===== src/rtl/ctrl_pipe.sv =====
// ctrl_pipe: decodes the ID-stage instruction and carries its control bundle
// through EX, MEM and WB registers. Adds a load-use interlock, branch flush,
// an external freeze and a halt drain in front of the datapath stage muxes.
module ctrl_pipe #(
  parameter int  REG_AW    = 4,
  parameter int  HAZARD_EN = 1,
  parameter int  ZERO_REG  = 1,
  localparam int INSTR_W   = 4 + 3 * REG_AW
) (
  input  logic               clk,
  input  logic               rst,
  input  logic               instr_valid,
  input  logic [INSTR_W-1:0] instr,
  input  logic               stall_in,
  input  logic               flush,
  output logic               instr_ready,
  output logic               id_regsrc,
  output logic               id_branch,
  output logic               id_branchsrc,
  output logic [1:0]         id_immsize,
  output logic               ex_valid,
  output logic               ex_alusrc,
  output logic [1:0]         ex_immsize,
  output logic [1:0]         ex_datasrc,
  output logic               mem_valid,
  output logic               mem_memop,
  output logic               mem_memwrite,
  output logic               wb_valid,
  output logic               wb_regwrite,
  output logic [REG_AW-1:0]  wb_rd,
  output logic [1:0]         wb_datasrc,
  output logic               hlt
);

  typedef struct packed {
    logic       regsrc;
    logic       branch;
    logic       branchsrc;
    logic [1:0] immsize;
    logic       alusrc;
    logic       memop;
    logic       memwrite;
    logic       regwrite;
    logic [1:0] datasrc;
    logic       halt;
  } ctl_t;

  localparam logic [3:0] OP_LW  = 4'b1000;
  localparam logic [3:0] OP_SW  = 4'b1001;
  localparam logic [3:0] OP_LHB = 4'b1010;
  localparam logic [3:0] OP_LLB = 4'b1011;
  localparam logic [3:0] OP_BR  = 4'b1101;

  // Opcode to control bundle; anything not set stays 0.
  function automatic ctl_t decode(input logic [3:0] op);
    ctl_t c;
    c = '0;
    case (op)
      4'b0000, 4'b0001, 4'b0010, 4'b0011, 4'b0111: begin
        c.regwrite = 1'b1;
        c.datasrc  = 2'b11;
      end
      4'b0100, 4'b0101, 4'b0110: begin
        c.regwrite = 1'b1;
        c.alusrc   = 1'b1;
        c.datasrc  = 2'b11;
      end
      4'b1000: begin
        c.regwrite = 1'b1;
        c.memop    = 1'b1;
        c.alusrc   = 1'b1;
        c.datasrc  = 2'b00;
      end
      4'b1001: begin
        c.regsrc   = 1'b1;
        c.memop    = 1'b1;
        c.memwrite = 1'b1;
        c.alusrc   = 1'b1;
      end
      4'b1010: begin
        c.regsrc   = 1'b1;
        c.regwrite = 1'b1;
        c.alusrc   = 1'b1;
        c.immsize  = 2'b11;
        c.datasrc  = 2'b10;
      end
      4'b1011: begin
        c.regsrc   = 1'b1;
        c.regwrite = 1'b1;
        c.alusrc   = 1'b1;
        c.immsize  = 2'b10;
        c.datasrc  = 2'b10;
      end
      4'b1100: begin
        c.branch  = 1'b1;
        c.immsize = 2'b01;
      end
      4'b1101: begin
        c.branch    = 1'b1;
        c.branchsrc = 1'b1;
      end
      4'b1110: begin
        c.regwrite = 1'b1;
        c.datasrc  = 2'b01;
      end
      4'b1111: c.halt = 1'b1;
      default: c = '0;
    endcase
    return c;
  endfunction

  function automatic logic uses_f1(input logic [3:0] op);
    return (op == OP_SW) || (op == OP_LHB) || (op == OP_LLB);
  endfunction

  function automatic logic uses_f2(input logic [3:0] op);
    return !op[3] || (op == OP_LW) || (op == OP_SW) || (op == OP_BR);
  endfunction

  function automatic logic uses_f3(input logic [3:0] op);
    return (op == 4'b0000) || (op == 4'b0001) || (op == 4'b0010) ||
           (op == 4'b0011) || (op == 4'b0111);
  endfunction

  // A read of the register being loaded; r0 is exempt when it is hard-wired.
  function automatic logic src_hit(input logic used,
                                   input logic [REG_AW-1:0] src,
                                   input logic [REG_AW-1:0] rd);
    return used && (src == rd) && !((ZERO_REG != 0) && (src == '0));
  endfunction

  logic [3:0]        id_op;
  logic [REG_AW-1:0] id_f1, id_f2, id_f3;
  ctl_t              id_ctl;
  logic              ex_is_lw;
  logic              hazard;
  logic              load_ex;
  logic              halting;
  logic              hlt_q;

  logic              vld_p0, alusrc_p0, memop_p0, memwrite_p0, regwrite_p0, halt_p0;
  logic [1:0]        immsize_p0, datasrc_p0;
  logic [REG_AW-1:0] rd_p0;

  logic              vld_p1, memop_p1, memwrite_p1, regwrite_p1, halt_p1;
  logic [1:0]        datasrc_p1;
  logic [REG_AW-1:0] rd_p1;

  logic              vld_p2, regwrite_p2;
  logic [1:0]        datasrc_p2;
  logic [REG_AW-1:0] rd_p2;

  assign id_op = instr[INSTR_W-1 -: 4];
  assign id_f1 = instr[3*REG_AW-1:2*REG_AW];
  assign id_f2 = instr[2*REG_AW-1:REG_AW];
  assign id_f3 = instr[REG_AW-1:0];

  assign ex_is_lw = vld_p0 && memop_p0 && !memwrite_p0;

  // ID decode and load-use detection against the load sitting in EX.
  always_comb begin
    id_ctl = '0;
    hazard = 1'b0;
    if (instr_valid) begin
      id_ctl = decode(id_op);
      if ((HAZARD_EN != 0) && ex_is_lw) begin
        hazard = src_hit(uses_f1(id_op), id_f1, rd_p0) ||
                 src_hit(uses_f2(id_op), id_f2, rd_p0) ||
                 src_hit(uses_f3(id_op), id_f3, rd_p0);
      end
    end
  end

  // Flush outranks the interlock and halt: the ID instruction is consumed and dropped.
  assign load_ex     = instr_valid && !flush && !hazard && !halting;
  assign instr_ready = !stall_in && (flush || (!hazard && !halting));

  // ---- ID -> EX -> MEM -> WB control registers (frozen while stall_in) ----
  // Control state: reset clears everything, stall_in holds, else shift.
  always_ff @(posedge clk) begin
    if (rst) begin
      vld_p0      <= 1'b0;
      alusrc_p0   <= 1'b0;
      immsize_p0  <= 2'b00;
      datasrc_p0  <= 2'b00;
      memop_p0    <= 1'b0;
      memwrite_p0 <= 1'b0;
      regwrite_p0 <= 1'b0;
      halt_p0     <= 1'b0;
      vld_p1      <= 1'b0;
      memop_p1    <= 1'b0;
      memwrite_p1 <= 1'b0;
      regwrite_p1 <= 1'b0;
      datasrc_p1  <= 2'b00;
      halt_p1     <= 1'b0;
      vld_p2      <= 1'b0;
      regwrite_p2 <= 1'b0;
      datasrc_p2  <= 2'b00;
      halting     <= 1'b0;
      hlt_q       <= 1'b0;
    end else if (!stall_in) begin
      vld_p0      <= load_ex;
      alusrc_p0   <= load_ex && id_ctl.alusrc;
      immsize_p0  <= load_ex ? id_ctl.immsize : 2'b00;
      datasrc_p0  <= load_ex ? id_ctl.datasrc : 2'b00;
      memop_p0    <= load_ex && id_ctl.memop;
      memwrite_p0 <= load_ex && id_ctl.memwrite;
      regwrite_p0 <= load_ex && id_ctl.regwrite;
      halt_p0     <= load_ex && id_ctl.halt;
      // ---- EX -> MEM ----
      vld_p1      <= vld_p0;
      memop_p1    <= memop_p0;
      memwrite_p1 <= memwrite_p0;
      regwrite_p1 <= regwrite_p0;
      datasrc_p1  <= datasrc_p0;
      halt_p1     <= halt_p0;
      // ---- MEM -> WB ----
      vld_p2      <= vld_p1;
      regwrite_p2 <= regwrite_p1;
      datasrc_p2  <= datasrc_p1;
      if (load_ex && id_ctl.halt) halting <= 1'b1;
      if (vld_p1 && halt_p1)      hlt_q   <= 1'b1;
    end
  end

  // Destination register travels with the entry; it is only observed when valid.
  always_ff @(posedge clk) begin
    if (!stall_in) begin
      rd_p0 <= id_f1;
      rd_p1 <= rd_p0;
      rd_p2 <= rd_p1;
    end
  end

  assign id_regsrc    = id_ctl.regsrc;
  assign id_branch    = id_ctl.branch;
  assign id_branchsrc = id_ctl.branchsrc;
  assign id_immsize   = id_ctl.immsize;

  assign ex_valid     = vld_p0;
  assign ex_alusrc    = vld_p0 && alusrc_p0;
  assign ex_immsize   = vld_p0 ? immsize_p0 : 2'b00;
  assign ex_datasrc   = vld_p0 ? datasrc_p0 : 2'b00;

  assign mem_valid    = vld_p1;
  assign mem_memop    = vld_p1 && memop_p1;
  assign mem_memwrite = vld_p1 && memwrite_p1;

  assign wb_valid     = vld_p2;
  assign wb_regwrite  = vld_p2 && regwrite_p2 && !((ZERO_REG != 0) && (rd_p2 == '0));
  assign wb_rd        = vld_p2 ? rd_p2 : '0;
  assign wb_datasrc   = vld_p2 ? datasrc_p2 : 2'b00;

  assign hlt          = hlt_q;

endmodule


===== config.mk =====
export PLATFORM = sky130hd
export DESIGN_NAME = ctrl_pipe
export DESIGN_NICKNAME = d
export VERILOG_FILES = /design/src/rtl/ctrl_pipe.sv
export SDC_FILE = /design/constraint.sdc
export NUM_CORES = 1
export LEC_CHECK = 0
export ABC_AREA = 1
export CAP_MARGIN = 30
export CORE_MARGIN = 5
export CORE_UTILIZATION = 46
export CTS_CLUSTER_DIAMETER = 120
export DETAILED_ROUTE_END_ITERATION = 10
export PLACE_DENSITY = 0.76
export SLEW_MARGIN = 5
export SYNTH_ARGS = -nofsm -noshare
export SYNTH_HDL_FRONTEND = slang
export SYNTH_SLANG_ARGS = --single-unit

===== constraint.sdc =====
create_clock -name clk -period 1.7 [get_ports clk]
set_input_delay 0.255 -clock clk [delete_from_list [all_inputs] [get_ports clk]]
set_output_delay 0.255 -clock clk [all_outputs]
set_load 0.02 [all_outputs]

==> run metrics <==
Critical Path Stages 11; pin count of the biggest net entering global routing 24; max incr delay on CP 0.49 ns; wl on met1 1.69 mm; TNS Setup -0.237 ns; TritonCTS clock tree yes; DIE WIDTH 71.2 um; overall routed net length 3.85 mm; Hold Slack 0.413 ns; metal2 WL 1.86 mm; area delta synth->final 42.3%; Crit path max-delay family simple AND/OR/NAND/NOR gates; violated checks setup timing; startpoint types register; DR top layer met4; starting density of the core 47.1%; drt via density 4.73; Final Max Tran Viols 0; Avg Cell Area, Syn 7.50 sq um; status finished, violations left; most frequent CP cell nand2_1; DRC 0; Post-Syn Instances 230; Final Cycle Share 114%; drt wl/cell 11.1 um; top cells by area, synth dfxtp_1, edfxtp_1, nand2_1, a21oi_1, inv_1; via count 1,640; hold crit path type reg2reg; Flop pwr share 51.9%; Worst Skew 0.00626 ns; Max-Cap Viols 0; CTS Buffer Depth 2; DR iter-0 viols 114; H-tree level count 2; first-pass GRT wire length 6.23 mm; Ports 45; critical path class reg2out; antenna cells 0; total CTS buffers 5; Finish-stage setup viols 1; post-synthesis sequential area ratio 47.6%; Reg2Reg Depth 11; Layout Utilization 67.1%; post-DP HPWL 2.84 mm; CTS Sinks 35; combinational share of power 14.2%; RSZ-0062 raised after global routing yes; final setup margin -0.237 ns; commonest non-fill, non-tap cell in the layout nand2_1; Max Clock Freq 516 MHz; number of synthesized flops with an enable pin 12; grt total ovfl 0; Rel. slew slack 83.7%; crit path cell chain inv_2 -> nand2_1 -> nand2_1 -> nand2_1 -> nor2_1 -> nand3_2 -> nand3_2 -> nand2_2 -> a21oi_2 -> nor2_1 -> buf_2; CTS root buf clkbuf_8; Rows 22; PortBufs 44; Pre-antenna DRT Iters 4; reg2reg setup slack 0.14 ns; CP required 1.44 ns; core area 3660 sq um; Setup crit end kind output port; Synth Flop Type dfxtp_1; Post-Syn Nets 251; Routed Antenna Nets 0; Sw Ratio 24.1%; GP Congestion 0.878; mapped cell area 1730 sq um; total die area 5080 sq um; clock slew seen by the registers of the worst setup and hold paths 0.07 ns; maximum vdd drop 0.320 mV; Yosys top cell area share 26.7%; layout cell share with drive strength beyond 1 19.1%; WP data arrival 1.68 ns; Final Hold Vio Count 0; Power Total 1.77 mW; slowest stage cell, crit path edfxtp_1; Net Switching 0.427 mW; Leak Pwr 1.12 nW; most frequent cells in the layout nand2_1, inv_1, clkdlybuf4s50_1, buf_4, a21oi_1; number of global-route vias before repair 1,508; post-synth cell types 31; Slew @ Worst Pin 0.245 ns; # nets final 319; Crit Path Max Fanout 5; FF+latch count, synth 35; Worst Hold Depth 0; CP bufs+invs 2; ys async rst share 0%; clock group share of total power 34.0%; initial antenna violation count 0; DR WL met3 252 um; final critical-path required period 1.94 ns; Yosys warnings 0; Tot GR Track Use 15.4%; Clock Latency Late Sink 0.28 ns; Pwr Density 723 nW/um^2; Die Span Y 71.2 um; Synth area leader dfxtp_1; Power Internal 1.35 mW
[kinds of logic (layout without fill, tap and decap cells)]
| kind of cell | after synthesis | after routing | synth area share, % |
|---|---|---|---|
| XOR/XNOR | 6 | 6 | 3.48 |
| flip-flops | 35 | 35 | 47.6 |
| AO/OA/AOI/OAI | 31 | 31 | 9.65 |
| AND/OR/NAND/NOR | 117 | 117 | 29.9 |
| buffers and inverters | 41 | 110 | 9.43 |
[power by group through the flow]
stage	Clock, mW	Combinational (mW)	Sequential, mW
detailed placement	0	0.251	0.939
floorplan	0	0.115	0.934
global route	0.654	0.276	0.923
CTS	0.615	0.252	0.920
finish	0.603	0.252	0.920
global placement	0	0.248	0.937
[final cells by class]
type	count	area [sq um]
clock inverters	1	5.00
inverters	32	120
well taps	48	60.1
multi-input cells	154	757
fillers	324	1210
clock buffers	7	86.3
flip-flops and latches	35	823
repair buffers	70	603
[metal layers]
layer	up-vias	track usage, %
met5	-	0
met4	0	7.31
met3	4	4.21
met2	46	26.2
met1	727	18.0
li1	863	-
[cells in the mapped netlist, drive strengths merged (2+ instances only)]
| master | number |
|---|---|
| a21oi | 25 |
| buf | 3 |
| clkbuf | 6 |
| dfxtp | 23 |
| edfxtp | 12 |
| inv | 32 |
| nand2 | 72 |
| nand3 | 6 |
| nand4 | 9 |
| nor2 | 24 |
| nor3 | 4 |
| o21ai | 2 |
| xnor2 | 4 |
| xor2 | 2 |
[metrics by stage]
stage / area [sq um] / std cells / setup slack (ns)
after detailed placement: 2370 / 338 / -0.626
after global routing: 2450 / 347 / -0.361
after global placement: 2370 / 338 / -0.633
final: 2450 / 347 / -0.237
after floorplan: 1730 / 230 / 0.0906
after CTS: 2460 / 347 / -0.252
[repair_timing]
| action | CTS | global route |
|---|---|---|
| setup buffers | 1 | 0 |
| gates resized for setup | 31 | 10 |
| setup endpoints to repair | 19 | 6 |
| pin swaps | 1 | 0 |
| hold buffers | 0 | 0 |
| gates cloned | 0 | 0 |
[worst paths after layout]
path            start          end
max          rd_p0[0]  instr_ready
min          rd_p1[2]     rd_p2[2]
max reg2reg  rd_p0[0]      halting
min reg2reg  rd_p1[2]     rd_p2[2]
[flip-flops by register name (all words and copies together), names as in the netlist, 2 cells and up]
signal      flops
datasrc_p0      2
rd_p0           4
datasrc_p2      2
rd_p1           4
rd_p2           4
datasrc_p1      2
immsize_p0      2
(Power assumes the default switching activity.)
